--- src/rtl/uart_word_assembler_if.sv ---
`default_nettype none
`timescale 1ns/1ps
// ============================================================================
// Module   : uart_word_assembler_if
// Purpose  : Bundles the signals of the UART word assembler: the bit-serial
//            feed from the UART receiver, the word hand-off to the consumer
//            and the optional echo path to the UART transmitter.
// Ports    : none (signal bundle only)
//   rx_bit/rx_ready        : received bit and its one-cycle strobe
//   flush/clr_ovr          : partial-word discard, sticky overrun clear
//   word_data/word_valid/word_ready : word hand-off to the consumer
//   bit_cnt/overrun        : status
//   tx_start/tx_data/tx_ready       : echo byte to the UART transmitter
// Modports : slave  = the assembler itself
//            master = the environment around it (UART + consumer)
// Revision : 1.0 - initial release
// ============================================================================
interface uart_word_assembler_if #(
  parameter int WORD_W = 32,
  parameter int CNT_W  = $clog2(WORD_W)
);
  logic              rx_bit;
  logic              rx_ready;
  logic              flush;
  logic              clr_ovr;
  logic [WORD_W-1:0] word_data;
  logic              word_valid;
  logic              word_ready;
  logic [CNT_W-1:0]  bit_cnt;
  logic              overrun;
  logic              tx_start;
  logic [7:0]        tx_data;
  logic              tx_ready;

  modport slave (
    input  rx_bit, rx_ready, flush, clr_ovr, word_ready, tx_ready,
    output word_data, word_valid, bit_cnt, overrun, tx_start, tx_data
  );

  modport master (
    output rx_bit, rx_ready, flush, clr_ovr, word_ready, tx_ready,
    input  word_data, word_valid, bit_cnt, overrun, tx_start, tx_data
  );
endinterface
`default_nettype wire

--- src/rtl/uart_word_assembler.sv ---
`default_nettype none
`timescale 1ns/1ps
// ============================================================================
// Module   : uart_word_assembler
// Purpose  : Packs the LSB-first bit stream of a UART receiver into WORD_W-bit
//            operand words, with one holding register towards the consumer,
//            a sticky overrun flag and a flush for frame resynchronisation.
// Ports    :
//   clk    : system clock, rising edge
//   rst_n  : asynchronous active-low reset
//   bus    : uart_word_assembler_if.slave (see interface file for signals)
// Options  : define UART_WORD_ASM_ECHO_EN to add a byte-granular echo of the
//            received stream to the UART transmitter (tx_start/tx_data);
//            without it tx_start/tx_data are constant 0 and tx_ready unused.
// Revision : 1.0 - initial release
// ============================================================================
module uart_word_assembler #(
  parameter int WORD_W = 32,
  parameter int CNT_W  = $clog2(WORD_W)
) (
  input wire clk,
  input wire rst_n,
  uart_word_assembler_if.slave bus
);

  typedef enum logic [0:0] {
    S_EMPTY = 1'b0,
    S_FULL  = 1'b1
  } hold_state_e;

  localparam logic [CNT_W-1:0] LAST_BIT = CNT_W'(WORD_W - 1);

  // Bit 0 of the shift register would be shifted out by the very next bit,
  // so only the upper WORD_W-1 bits are stored between strobes.
  logic [WORD_W-1:1] sreg_q;
  logic [CNT_W-1:0]  bit_cnt_q;
  hold_state_e       state_q;
  logic [WORD_W-1:0] word_data_q;
  logic              overrun_q;

  logic              w_strobe;
  logic              w_complete;
  logic [WORD_W-1:0] w_shift;

  // flush beats a coincident strobe, so a flushed bit is never counted
  assign w_strobe   = bus.rx_ready & ~bus.flush;
  assign w_complete = w_strobe & (bit_cnt_q == LAST_BIT);
  assign w_shift    = {bus.rx_bit, sreg_q};

  // --------------------------------------------------------------------------
  // Collect: shift register and bit counter
  // --------------------------------------------------------------------------
  always_ff @(posedge clk or negedge rst_n) begin
    if (!rst_n) begin
      sreg_q    <= '0;
      bit_cnt_q <= '0;
    end else if (bus.flush) begin
      sreg_q    <= '0;
      bit_cnt_q <= '0;
    end else if (bus.rx_ready) begin
      sreg_q    <= w_shift[WORD_W-1:1];
      bit_cnt_q <= w_complete ? '0 : bit_cnt_q + CNT_W'(1);
    end
  end

  // --------------------------------------------------------------------------
  // Holding register FSM and sticky overrun
  // --------------------------------------------------------------------------
  always_ff @(posedge clk or negedge rst_n) begin
    if (!rst_n) begin
      state_q     <= S_EMPTY;
      word_data_q <= '0;
      overrun_q   <= 1'b0;
    end else begin
      unique case (state_q)
        S_EMPTY: begin
          if (w_complete) begin
            word_data_q <= w_shift;
            state_q     <= S_FULL;
          end
        end
        S_FULL: begin
          if (w_complete && bus.word_ready) begin
            // hand-off and reload in one cycle: word_valid has no gap
            word_data_q <= w_shift;
          end else if (w_complete) begin
            // consumer still owns the old word: the new one is lost
            overrun_q <= 1'b1;
          end else if (bus.word_ready) begin
            state_q <= S_EMPTY;
          end
        end
        default: state_q <= S_EMPTY;
      endcase

      // a lost word in the same cycle as clr_ovr must stay visible
      if (!(state_q == S_FULL && w_complete && !bus.word_ready) && bus.clr_ovr) begin
        overrun_q <= 1'b0;
      end
    end
  end

  assign bus.word_data  = word_data_q;
  assign bus.word_valid = (state_q == S_FULL);
  assign bus.bit_cnt    = bit_cnt_q;
  assign bus.overrun    = overrun_q;

  // --------------------------------------------------------------------------
  // Optional byte echo towards the UART transmitter
  // --------------------------------------------------------------------------
`ifdef UART_WORD_ASM_ECHO_EN
  logic       pend_q;
  logic [7:0] pend_byte_q;
  logic       tx_start_q;
  logic [7:0] tx_data_q;
  logic       w_byte_done;
  logic       w_issue;

  // Byte boundaries follow the word bit counter; the 8 newest bits sit at
  // the top of the shift value with the newest one as byte bit 7.
  assign w_byte_done = w_strobe & (bit_cnt_q[2:0] == 3'd7);
  assign w_issue     = pend_q & bus.tx_ready;

  always_ff @(posedge clk or negedge rst_n) begin
    if (!rst_n) begin
      pend_q      <= 1'b0;
      pend_byte_q <= '0;
      tx_start_q  <= 1'b0;
      tx_data_q   <= '0;
    end else begin
      tx_start_q <= w_issue;
      if (w_issue) begin
        tx_data_q <= pend_byte_q;
      end
      // a fresh byte takes the single pending slot even while the old one is
      // being issued, and simply overwrites an unissued one
      if (w_byte_done) begin
        pend_q      <= 1'b1;
        pend_byte_q <= w_shift[WORD_W-1 -: 8];
      end else if (bus.flush || w_issue) begin
        pend_q <= 1'b0;
      end
    end
  end

  assign bus.tx_start = tx_start_q;
  assign bus.tx_data  = tx_data_q;
`else
  logic w_unused_tx_ready;

  assign w_unused_tx_ready = bus.tx_ready;
  assign bus.tx_start      = 1'b0;
  assign bus.tx_data       = 8'h00;
`endif

endmodule
`default_nettype wire

--- src/flat_wrapper.sv ---
// flat-port wrapper written by rule: the top's interface ports become plain ports
module uart_word_assembler_flat 
#(
  parameter int WORD_W = 32,
  parameter int CNT_W  = $clog2(WORD_W)
)
  (clk, rst_n, bus_rx_bit, bus_rx_ready, bus_flush, bus_clr_ovr, bus_word_ready, bus_tx_ready, bus_word_data, bus_word_valid, bus_bit_cnt, bus_overrun, bus_tx_start, bus_tx_data);
  uart_word_assembler_if #(.WORD_W(WORD_W), .CNT_W(CNT_W)) bus_i ();
  input wire clk;
  input wire rst_n;
  input wire logic [$bits(bus_i.rx_bit)-1:0] bus_rx_bit;
  input wire logic [$bits(bus_i.rx_ready)-1:0] bus_rx_ready;
  input wire logic [$bits(bus_i.flush)-1:0] bus_flush;
  input wire logic [$bits(bus_i.clr_ovr)-1:0] bus_clr_ovr;
  input wire logic [$bits(bus_i.word_ready)-1:0] bus_word_ready;
  input wire logic [$bits(bus_i.tx_ready)-1:0] bus_tx_ready;
  output wire logic [$bits(bus_i.word_data)-1:0] bus_word_data;
  output wire logic [$bits(bus_i.word_valid)-1:0] bus_word_valid;
  output wire logic [$bits(bus_i.bit_cnt)-1:0] bus_bit_cnt;
  output wire logic [$bits(bus_i.overrun)-1:0] bus_overrun;
  output wire logic [$bits(bus_i.tx_start)-1:0] bus_tx_start;
  output wire logic [$bits(bus_i.tx_data)-1:0] bus_tx_data;
  assign bus_i.rx_bit = bus_rx_bit;
  assign bus_i.rx_ready = bus_rx_ready;
  assign bus_i.flush = bus_flush;
  assign bus_i.clr_ovr = bus_clr_ovr;
  assign bus_i.word_ready = bus_word_ready;
  assign bus_i.tx_ready = bus_tx_ready;
  assign bus_word_data = bus_i.word_data;
  assign bus_word_valid = bus_i.word_valid;
  assign bus_bit_cnt = bus_i.bit_cnt;
  assign bus_overrun = bus_i.overrun;
  assign bus_tx_start = bus_i.tx_start;
  assign bus_tx_data = bus_i.tx_data;
  uart_word_assembler #(.WORD_W(WORD_W), .CNT_W(CNT_W)) u_core (.clk(clk), .rst_n(rst_n), .bus(bus_i));
endmodule
--- config.mk ---
export PLATFORM = sky130hd
export DESIGN_NAME = uart_word_assembler_flat
export DESIGN_NICKNAME = d
export VERILOG_FILES = /design/src/rtl/uart_word_assembler_if.sv /design/src/rtl/uart_word_assembler.sv /design/src/flat_wrapper.sv
export SDC_FILE = /design/constraint.sdc
export NUM_CORES = 1
export LEC_CHECK = 0
export CAP_MARGIN = 20
export CORE_MARGIN = 3
export CORE_UTILIZATION = 49
export CTS_BUF_LIST = sky130_fd_sc_hd__clkbuf_8
export DETAILED_ROUTE_END_ITERATION = 7
export PLACE_DENSITY = 0.91
export REMOVE_ABC_BUFFERS = 1
export SYNTH_ARGS = -nofsm -noshare
export SYNTH_HDL_FRONTEND = slang
export SYNTH_SLANG_ARGS = --single-unit
--- constraint.sdc ---
create_clock -name clk -period 1.7 [get_ports clk]
set_input_delay 0.255 -clock clk [delete_from_list [all_inputs] [get_ports clk]]
set_output_delay 0.255 -clock clk [all_outputs]
set_load 0.02 [all_outputs]
-- Word level (Yosys, flattened, before mapping)
Index checks and enable logic that the tools add are counted.
- add/subtract/negate cells: 1
- multiply operators: 0
- divide/modulo/power cells: 0
- magnitude comparators: 0
- eq/ne operators: 4
- shift-type cells: 0
- multiplexer cells: 17
- bitwise logic cells: 4
- reduce and logical (&&, ||, !) cells: 11
- operators by type and width (cell ; number):
    $mux 32 ; 2
    $pmux 32 s2 ; 1
    $mux 31 ; 2
    $mux 5 ; 3
    $mux 1 ; 8
    $reduce_bool 2->1 ; 3
    $add 5x1->5 const B ; 1
    $eq 5x5->1 const B ; 1
    $logic_and 1x1->1 ; 4
    $ne 2x2->1 const B ; 2
    $reduce_and 3->1 ; 1
    $and 1x1->1 ; 2
    $logic_not 1->1 ; 2
    $ne 2x1->1 const B ; 1
    $not 1->1 ; 2
    $pmux 1 s2 ; 1
    $reduce_and 2->1 ; 1
- register bits: 70
- latch bits: 0
- RAM bits: 0
- ROM bits: 0
- input port bits: 8
- output and inout bits: 48
- memories kept: 0

-- Depth between registers and ports, before layout
Gate-level depths: netlist of run 1.
- depth in word-level cells: 9
- mapped depth: 8
- gate-level depth less buffers: 6

-- Least setup slack after synthesis of run 1
OpenSTA, ideal clock, no wires.
- kind: register to register
- from: register u_core.bit_cnt_q[0], in the netlist u_core.bus.bit_cnt[0]
- to: register u_core.word_data_q[0], in the netlist u_core.bus.word_data[0]
- setup time: 0.125 ns
- arrival: 1.874 ns
- required time: 1.575 ns
- slack: -0.300 ns
- stages on the path, launching flop included: 9
- buffers on the path: 2
- clock period less this slack: 2.000 ns
- path through: dfrtp_1 ha_1 and3_1 ha_1 nand3b_4 nor2b_2 buf_6 buf_12 mux2_4
- longest elaborated chain between the ends: 5
- elaborated cells on any way between the ends: 6
- classes of those cells: 3 x eq/ne; 1 x bitwise; 2 x reduce/logical
- RTL lines (item ; line ; RTL):
    start: declaration ; uart_word_assembler.sv:36 ; logic [CNT_W-1:0] bit_cnt_q;
    start signal: assignment ; uart_word_assembler.sv:62 ; bit_cnt_q <= w_complete ? '0 : bit_cnt_q + CNT_W'(1);
    $eq 5x5->1 * ; uart_word_assembler.sv:47 ; assign w_complete = w_strobe & (bit_cnt_q == LAST_BIT);
    $and 1x1->1 * ; uart_word_assembler.sv:47 ;
    $logic_and 1x1->1 ; uart_word_assembler.sv:83 ; if (w_complete && bus.word_ready) begin
    $ne 2x2->1 (no source line) ; -- ;
    $reduce_and 2->1 (no source line) * ; -- ;
    end signal: assignment ; uart_word_assembler.sv:78 ; word_data_q <= w_shift;
    end signal: assignment ; uart_word_assembler.sv:85 ; word_data_q <= w_shift;
    end: declaration ; uart_word_assembler.sv:38 ; logic [WORD_W-1:0] word_data_q;
Mark *: on every way between the ends. The rest lies on a longest branch, timed or not.
A chain may end at the register's enable or synchronous reset.

-- Worst setup path after layout of run 1
- from: register u_core.bit_cnt_q[1], in the netlist u_core.bus.bit_cnt[1]
- to: register u_core.word_data_q[14], in the netlist u_core.bus.word_data[14]
The elaborated chain is that of the path after synthesis.

==> results of run 1 <==
how the worst max path moves through the flow:
stage / depth (start not counted) / slack (ns) / startpoint / to
3_3_place_gp: 7 / -0.14 / u_core.bus.bit_cnt[0] / u_core.bus.word_data[27]
5_1_grt: 8 / -0.21 / u_core.bus.bit_cnt[1] / u_core.bus.word_data[18]
3_5_place_dp: 7 / -0.19 / u_core.bus.bit_cnt[1] / u_core.bus.word_data[27]
6_report: 8 / -0.16 / u_core.bus.bit_cnt[1] / u_core.bus.word_data[14]
4_1_cts: 8 / -0.13 / u_core.bus.bit_cnt[1] / u_core.bus.word_data[14]
2_1_floorplan: 6 / -1.32 / u_core.bus.bit_cnt[0] / u_core.bus.word_data[27]
power groups by stage:
stage	clock (mW)	sequential [mW]	combinational [mW]
after floorplan	0	1.71	0.0465
after global placement	0	1.71	0.160
after detailed placement	0	1.71	0.165
after CTS	1.36	1.68	0.169
after global routing	1.45	1.68	0.181
final	1.33	1.68	0.164
layer usage:
| metal | vias to the layer above | GRT usage [%] | wire (microns) |
|---|---|---|---|
| li1 | 839 | - | - |
| met4 | 0 | 8.92 | 122 |
| met1 | 919 | 22.7 | 2540 |
| met2 | 41 | 27.0 | 2750 |
| met3 | 13 | 3.73 | 201 |
| met5 | - | 0 | 0 |
through the flow:
step | worst slack [ns] | power (mW) | utilization [%] | cells | TNS, ns
after floorplan | -1.32 | 1.76 | - | 200 | -41.36
after global placement | -0.136 | 1.87 | 59.8 | 333 | -3.33
after detailed placement | -0.195 | 1.87 | 59.8 | 333 | -5.14
after CTS | -0.131 | 3.21 | 66.1 | 358 | -3.74
after global routing | -0.209 | 3.31 | 66.5 | 359 | -6.53
final | -0.157 | 3.17 | 66.5 | 359 | -4.58
layout make-up:
cell class	count	area [sq um]	area share [%]
clock inverter	6	61.3	1.55
timing repair buffer	68	746	18.8
inverter	2	7.51	0.190
multi-input combinational	128	1160	29.3
sequential	70	1750	44.2
clock buffer	10	138	3.48
tap	75	93.8	2.37
cells by family after synthesis:
| kind of cell | share of synthesized area [%] |
|---|---|
| mux | 26.5 |
| simple gates | 6.98 |
| other cells | 0.124 |
| fa+ha+maj | 0.826 |
| buf+inv | 6.48 |
| flops | 57.8 |
| compound gates | 1.24 |
worst max-delay path: stages, from the launching register on:
cell and delay, ns:
dfrtp_1 0.37, ha_2 0.19, and3_4 0.19, ha_4 0.14, nand3b_4 0.09, nor2b_4 0.16
buf_12 0.15, buf_12 0.14, mux2_4 0.30
registers in the layout, indices dropped and copies added (netlist names):
signal,cells
u_core.bus.word_data,32
u_core.bus.bit_cnt,5
u_core.bus.overrun,1
u_core.sreg_q,31
u_core.bus.word_valid,1
what timing repair did:
action	CTS	global route
setup buffers	5	1
pin swaps	1	0
hold buffers	1	0
cloned	3	0
endpoints found under the setup margin	34	37
hold endpoints to repair	38	0
gates resized for setup	13	4
placed cells by master, fill, tap and decap left out, types with 2 or more instances in the layout:
cell | netlist | layout
clkdlybuf4s50_1 | 0 | 38
dfrtp_1 | 70 | 70
nor2_1 | 34 | 34
mux2i_1 | 32 | 32
dlygate4sd2_1 | 0 | 2
dlymetal6s2s_1 | 0 | 3
buf_16 | 0 | 3
clkinv_2 | 0 | 3
a21oi_1 | 3 | 2
buf_4 | 12 | 15
nand2_1 | 2 | 2
clkbuf_8 | 0 | 10
mux2_4 | 30 | 32
conb_1 | 1 | 9
buf_12 | 3 | 5
==> impl_metrics.py, run 1 <==
metrics = {
    "grt": {
        "grt_pass1_vias": 1892,
        "grt_overflow": 0,
        "grt_pass1_wl_mm": 9.57,
        "grt_use_total_pct": 17.3,
        "antenna_found_initial": 0,
        "grt_max_degree": 40,
    },
    "yosys": {
        "ys_ff_latch": 70,
        "synthFlopType": "dfrtp_1",
        "synth-seq-area-share_pct": 57.8,
        "syn-mean-instance-area_sq_um": 14.2,
        "yosys_warnings": 0,
        "synth_area_leaders": "dfrtp_1 (58%), mux2_4 (15%), mux2i_1 (11%)",
        "post-synth-top-area-cell": "dfrtp_1",
        "netlist_area_sq_mm": 0.00303,
        "synthTopCellsByCount": "dfrtp_1 (70), nor2_1 (34), mux2i_1 (32)",
        "async_flop_share_pct": 100,
        "synth_cell_types": 29,
        "synth_edf_count": 0,
        "yosysMostFrequentCell": "dfrtp_1",
        "synthCells": 213,
        "synth_top_area_share_pct": 57.8,
    },
    "floorplan": {
        "coreArea_sq_mm": 0.00596,
        "initial_core_util_pct": 50.9,
        "chipWidth_microns": 84.6,
        "die_h_microns": 84.6,
        "dieArea_sq_mm": 0.00716,
        "rows": 28,
        "ios": 56,
    },
    "sta": {
        "finalSetupViolCount": 33,
        "finalMaxSlewViolations": 0,
        "fin_crit_ns": 1.86,
        "clock_skew_ns": 0.00717,
        "min_period_over_period_pct": 109,
        "timing.final.ws_setup_ns": -0.157,
        "final_hold_viol_count": 0,
        "hold-worst-slack_ns": 0.423,
        "fmax_mhz": 539,
        "rsz0062_at_grt": "true",
    },
    "clocking": {
        "cts.sinks": 70,
        "clock_latency_ns": 0.34,
        "cts_buffers": 9,
        "clockBufferDepth": 2,
        "htree_levels": 3,
        "clk_pin_slew_ns": 0.08,
        "cts_tree": "yes",
        "cts_root_buffer": "clkbuf_8",
    },
    "route": {
        "ant_nets": 0,
        "drt-initial-drc-count": 59,
        "drc": 0,
        "avgViaCountPerCell": 5.05,
        "routedWlPerCell_microns": 15.6,
        "dr.pass1.iters": 4,
        "route.vias.total": 1812,
        "wl_mm": 5.62,
    },
    "critical_path": {
        "r2r-start": "u_core.bus.bit_cnt[1]",
        "critPathCaptureType": "flop",
        "rrSetupSlack_ns": -0.16,
        "cp_max_fo": 7,
        "crit_path_start_kind": "flop",
        "arrival_ns": 2.08,
        "r2r_cells": 8,
        "worstPathRequired_ns": 1.92,
        "crit_type": "flop to flop",
        "r2r-end": "u_core.bus.word_data[14]",
    },
    "power_and_ir_drop": {
        "pwr-share-clk_pct": 42.0,
        "power_density_mw_per_mm2": 801,
        "ir_drop_uv": 549,
        "p_sw_mw": 0.729,
        "seq_power_share_pct": 52.9,
        "p_leak_nw": 1.99,
        "p_sw_share_pct": 23.0,
        "p_comb_share_pct": 5.2,
        "intPower_mw": 2.44,
    },
    "run": {
        "drv_cap": 0,
    },
    "placement": {
        "dp.final_hpwl_mm": 3.47,
        "gp_congestion": 0.825,
        "post_dp_cell_area_sq_mm": 0.00356,
        "io_buffers": 45,
    },
    "finish": {
        "drive_gt1_share_pct": 28.9,
        "n_fill_cell": 432,
        "antenna_cells": 0,
        "synthToLayoutAreaGrowth_pct": 30.6,
        "final_area_sq_mm": 0.00396,
        "nNetsFinal": 289,
    },
    "status": {
        "violations": "setup timing",
        "status": "finished, violations left",
    },
    "hold_path": {
        "hp-class": "primary input to asynchronous set/reset pin",
    },
}
No activity file was read; power rests on OpenSTA's default activity.
==> run 2, diff against run 1 <==
PLACE_DENSITY = 0.88   (was 0.91)
SETUP_SLACK_MARGIN = 0.15   (was not set)
==> run 2 against run 1 <==
Net effect:
- the flow still finishes with violations (setup timing)
- sequential cell count is the same
- largest cell class unchanged
- core utilization shrank 0.74 points
- highest routed layer unchanged
- sequential power is essentially flat
- power shrank 5.9%
- die area is the same
- clock-buffer cell count grew 1
- hold slack gained 0.042 ns
- largest power group unchanged
- combinational power grew 4%
- via count grew 1.3%
- routed wire length grew 2.4%
==> impl_metrics.py, run 2 (synthesis results as in run 1) <==
metrics = {
    "clocking": {
        "htree_levels": 3,
        "cts_tree": "yes",
        "clockBufferDepth": 2,
        "clock_latency_ns": 0.33,
        "clk_pin_slew_ns": 0.07,
        "cts_buffers": 9,
        "cts_root_buffer": "clkbuf_8",
        "cts.sinks": 70,
    },
    "sta": {
        "timing.final.ws_setup_ns": -0.147,
        "fin_crit_ns": 1.85,
        "min_period_over_period_pct": 109,
        "finalSetupViolCount": 33,
        "finalMaxSlewViolations": 0,
        "clock_skew_ns": 0.00626,
        "final_hold_viol_count": 0,
        "rsz0062_at_grt": "true",
        "tns_ns": -4.45,
        "fmax_mhz": 541,
    },
    "floorplan": {
        "die_h_microns": 84.6,
        "ios": 56,
        "rows": 28,
        "coreArea_sq_mm": 0.00596,
        "dieArea_sq_mm": 0.00716,
        "chipWidth_microns": 84.6,
        "initial_core_util_pct": 50.9,
    },
    "placement": {
        "dp.final_hpwl_mm": 3.43,
        "gp_congestion": 0.790,
        "place_worst_setup_slack_ns": -0.192,
        "io_buffers": 45,
        "placed_cells": 333,
    },
    "route": {
        "met1Wirelength_mm": 2.55,
        "routed.top_layer": "met4",
        "drt-initial-drc-count": 81,
        "avgViaCountPerCell": 5.11,
        "wl_met3_microns": 242,
        "route.vias.total": 1836,
        "wl_mm": 5.75,
        "ant_nets": 0,
        "routedWlPerCell_microns": 16.0,
        "drc": 0,
        "wl_met2_mm": 2.82,
        "dr.pass1.iters": 4,
    },
    "critical_path": {
        "critPathCaptureType": "flop",
        "crit_path_start_kind": "flop",
        "worstPathRequired_ns": 1.91,
        "arrival_ns": 2.06,
        "crit_type": "flop to flop",
        "cp_max_fo": 7,
        "r2r-end": "u_core.bus.word_data[9]",
        "r2r_cells": 8,
        "rrSetupSlack_ns": -0.15,
        "r2r-start": "u_core.bus.bit_cnt[1]",
    },
    "grt": {
        "grt_overflow": 0,
        "grt_max_degree": 71,
        "antenna_found_initial": 0,
        "grt_pass1_wl_mm": 9.51,
        "grt_use_total_pct": 17.0,
        "grt_pass1_vias": 1905,
    },
    "finish": {
        "nNetsFinal": 290,
        "final_cell_mix": "dfrtp_1 (70), dlygate4sd2_1 (36), mux2_4 (33), nor2_1 (33), mux2i_1 (32)",
        "fin_cells": 359,
        "synthToLayoutAreaGrowth_pct": 29.2,
        "fin_util_pct": 65.7,
        "antenna_cells": 0,
        "final_common_cell": "dfrtp_1",
        "drive_gt1_share_pct": 29.6,
        "largest_reg_flops": 32,
    },
    "status": {
        "status": "finished, violations left",
        "violations": "setup timing",
    },
    "power_and_ir_drop": {
        "power_density_mw_per_mm2": 762,
        "p_leak_nw": 2.15,
        "total_power_mw": 2.98,
        "ir_drop_uv": 428,
    },
    "run": {
        "drv_cap": 0,
    },
    "hold_path": {
        "hp-class": "primary input to asynchronous set/reset pin",
    },
}
-- run 2: changes by cell type in the layout (fill, tap and decap cells not counted), moves of 2 or more --
cell / delta
inv_1: +3
dlygate4sd2_1: +34
clkdlybuf4s50_1: -34
clkinv_2: -2
-- run 2: worst max-delay path by stage --
stage	from	end	cells after the start
2_1_floorplan	u_core.bus.bit_cnt[0]	u_core.bus.word_data[27]	6
3_3_place_gp	u_core.bus.bit_cnt[0]	u_core.bus.word_data[28]	7
3_5_place_dp	u_core.bus.bit_cnt[1]	u_core.bus.word_data[27]	7
4_1_cts	u_core.bus.bit_cnt[1]	u_core.bus.word_data[30]	8
5_1_grt	u_core.bus.bit_cnt[1]	u_core.bus.word_data[30]	8
6_report	u_core.bus.bit_cnt[1]	u_core.bus.word_data[9]	8
-- run 2: through the flow --
stage / instance area [sq um] / hold slack (ns)
3_3_place_gp: 3560 / 0.303
6_report: 3920 / 0.465
3_5_place_dp: 3560 / 0.312
4_1_cts: 3860 / 0.427
5_1_grt: 3920 / 0.506
2_1_floorplan: 2870 / -0.0406
-- run 2: timing repair --
action | CTS | global route
hold buffers | 1 | 0
gates cloned | 2 | 1
buffers inserted | 5 | 2
setup endpoints to repair | 72 | 38
resized for setup | 51 | 8
endpoints found under the hold margin | 70 | 0
pin swaps | 4 | 4
-- run 2: critical path, cell delays in order, from the launching register on --
cell and delay [ns]:
dfrtp_1 0.36, ha_2 0.20, and3_4 0.20, ha_4 0.14
nand3b_4 0.09, nor2b_4 0.17, buf_4 0.15, buf_16 0.13
mux2_4 0.30
-- run 2: report_power, final --
part | internal (mW) | total [mW] | switching, mW
logic | 0.0604 | 0.170 | 0.110
clock network | 0.583 | 1.14 | 0.553
registers | 1.67 | 1.68 | 0.00442
-- run 2: final cells by class --
class	instances	area (sq um)
Clock buffer	11	151
Clock inverter	4	16.3
Fill cell	444	2040
Inverter	2	7.51
Multi-Input combinational cell	128	1190
Sequential cell	70	1750
Tap cell	75	93.8
Timing Repair Buffer	69	702
-- run 2: metal layers --
metal	vias to the layer above	GRT usage (%)
met4	0	8.49
met3	12	4.51
li1	839	-
met2	46	26.0
met1	939	22.3
met5	-	0
==> run 3, diff against run 2 <==
CTS_BUF_LIST = sky130_fd_sc_hd__clkbuf_4   (was sky130_fd_sc_hd__clkbuf_8)
==> run 3 against run 2 <==
Net effect:
- the run still ends with setup timing left
- sequential cell count stayed put
- maximum frequency rose by 0.34%
- critical path type unchanged
- via count is 2.5% lower
- final area decreased by 2.7%
- clock-buffer cell count is 1 higher
- clock power decreased by 24%
- die area unchanged
- core utilization decreased by 1.8 points
- global-route usage up 0.29 points
- combinational power about the same
==> impl_metrics.py, run 3 (synthesis results as in run 1) <==
metrics = {
    "sta": {
        "timing.final.ws_setup_ns": -0.141,
        "min_period_over_period_pct": 108,
        "final_hold_viol_count": 0,
        "hold-worst-slack_ns": 0.278,
        "fin_crit_ns": 1.84,
        "fmax_mhz": 543,
        "clock_skew_ns": 0.0158,
        "finalSetupViolCount": 33,
        "rsz0062_at_grt": "true",
        "finalMaxSlewViolations": 0,
    },
    "critical_path": {
        "worstPathRequired_ns": 1.98,
        "crit_path_start_kind": "flop",
        "critPathCaptureType": "flop",
        "arrival_ns": 2.12,
        "crit_type": "flop to flop",
        "cp_max_fo": 8,
    },
    "route": {
        "route.vias.total": 1790,
        "dr.pass1.iters": 4,
        "ant_nets": 0,
        "avgViaCountPerCell": 5.03,
        "drt-initial-drc-count": 109,
        "drc": 0,
        "wl_mm": 5.71,
        "routedWlPerCell_microns": 16.0,
    },
    "clocking": {
        "cts_root_buffer": "clkbuf_4",
        "clock_latency_ns": 0.40,
        "clockBufferDepth": 2,
        "cts_tree": "yes",
        "cts.sinks": 70,
        "cts_buffers": 9,
        "htree_levels": 3,
        "clk_pin_slew_ns": 0.11,
    },
    "floorplan": {
        "chipWidth_microns": 84.6,
        "dieArea_sq_mm": 0.00716,
        "initial_core_util_pct": 50.9,
        "die_h_microns": 84.6,
        "rows": 28,
        "ios": 56,
        "coreArea_sq_mm": 0.00596,
    },
    "run": {
        "drv_cap": 0,
    },
    "placement": {
        "dp.final_hpwl_mm": 3.43,
        "post_dp_cell_area_sq_mm": 0.00356,
        "gp_congestion": 0.790,
        "io_buffers": 45,
    },
    "finish": {
        "drive_gt1_share_pct": 29.2,
        "largest_reg_flops": 32,
        "synthToLayoutAreaGrowth_pct": 25.7,
        "antenna_cells": 0,
        "multi_input_area_sq_mm": 0.00119,
        "n_fill_cell": 470,
        "final_common_cell": "dfrtp_1",
        "final_cell_mix": "dfrtp_1 (70), dlygate4sd2_1 (36), mux2_4 (33), nor2_1 (33), mux2i_1 (32)",
        "seq_area_sq_mm": 0.00175,
        "nNetsFinal": 287,
        "final_area_sq_mm": 0.00381,
    },
    "power_and_ir_drop": {
        "ir_drop_uv": 393,
        "p_leak_nw": 2.07,
        "total_power_mw": 2.71,
        "power_density_mw_per_mm2": 711,
    },
    "grt": {
        "grt_pass1_wl_mm": 9.56,
        "grt_max_degree": 71,
        "grt_pass1_vias": 1872,
        "antenna_found_initial": 0,
        "grt_overflow": 0,
        "grt_use_total_pct": 17.2,
    },
    "status": {
        "violations": "setup timing",
        "status": "finished, violations left",
    },
    "hold_path": {
        "hp-class": "primary input to flop",
    },
}
run 3: critical path: stages (launching register included):
cell	delay (ns)
dfrtp_1	0.37
ha_2	0.20
and3_4	0.18
ha_4	0.14
nand3b_4	0.09
nor2b_4	0.15
buf_6	0.16
buf_16	0.14
mux2_4	0.30
run 3: cell type report:
type                            count  share of cell area [%]
Tap cell                           75                    2.46
Timing Repair Buffer               66                    17.5
Sequential cell                    70                    46.0
Inverter                            2                   0.197
Clock inverter                      3                   0.329
Multi-Input combinational cell    128                    31.1
Clock buffer                       12                    2.37
run 3: routing by layer:
| metal | global-route usage [%] | up-vias | wire length, microns | part of all wire, % |
|---|---|---|---|---|
| met5 | 0 | - | 0 | 0 |
| met4 | 10.2 | 0 | 141 | 2.5 |
| met3 | 3.43 | 12 | 227 | 4.0 |
| met2 | 26.0 | 41 | 2790 | 49 |
| met1 | 23.1 | 906 | 2550 | 45 |
| li1 | - | 831 | - | - |
run 3: final timing paths:
path | from | end | slack (ns) | cells after the start
worst min-delay path | bus_rx_ready | u_core.bus.word_valid | 0.28 | 4
worst max-delay path | u_core.bus.bit_cnt[1] | u_core.bus.word_data[2] | -0.14 | 8
worst max register to register | u_core.bus.bit_cnt[1] | u_core.bus.word_data[2] | -0.14 | 8
max in group asynchronous | rst_n | u_core.sreg_q[19] | 0.99 | 3
min in group asynchronous | rst_n | u_core.bus.word_data[4] | 0.40 | 3
worst min register to register | u_core.bus.word_data[3] | u_core.bus.word_data[3] | 0.51 | 1
run 3: timing repair:
| action | CTS | global route |
|---|---|---|
| cloned | 3 | 0 |
| resized for setup | 55 | 9 |
| endpoints found under the setup margin | 74 | 39 |
| hold endpoints to repair | 70 | 0 |
| pin swaps | 5 | 3 |
| hold buffers | 1 | 0 |
| setup buffers | 3 | 1 |
run 3: where the power goes:
group          internal (mW)  leakage (nW)  switching (mW)
sequential              1.67         0.976         0.00447
combinational         0.0606          1.03           0.109
clock                  0.332        0.0623           0.531
run 3: stage by stage:
stage | setup slack, ns | util (%) | setup TNS (ns) | cells
final | -0.141 | 63.9 | -3.81 | 356
after global placement | -0.130 | 59.7 | -3.29 | 333
after floorplan | -1.32 | - | -41.36 | 200
after CTS | -0.124 | 63.7 | -3.41 | 355
after detailed placement | -0.192 | 59.7 | -5.36 | 333
after global routing | -0.191 | 63.9 | -5.32 | 356
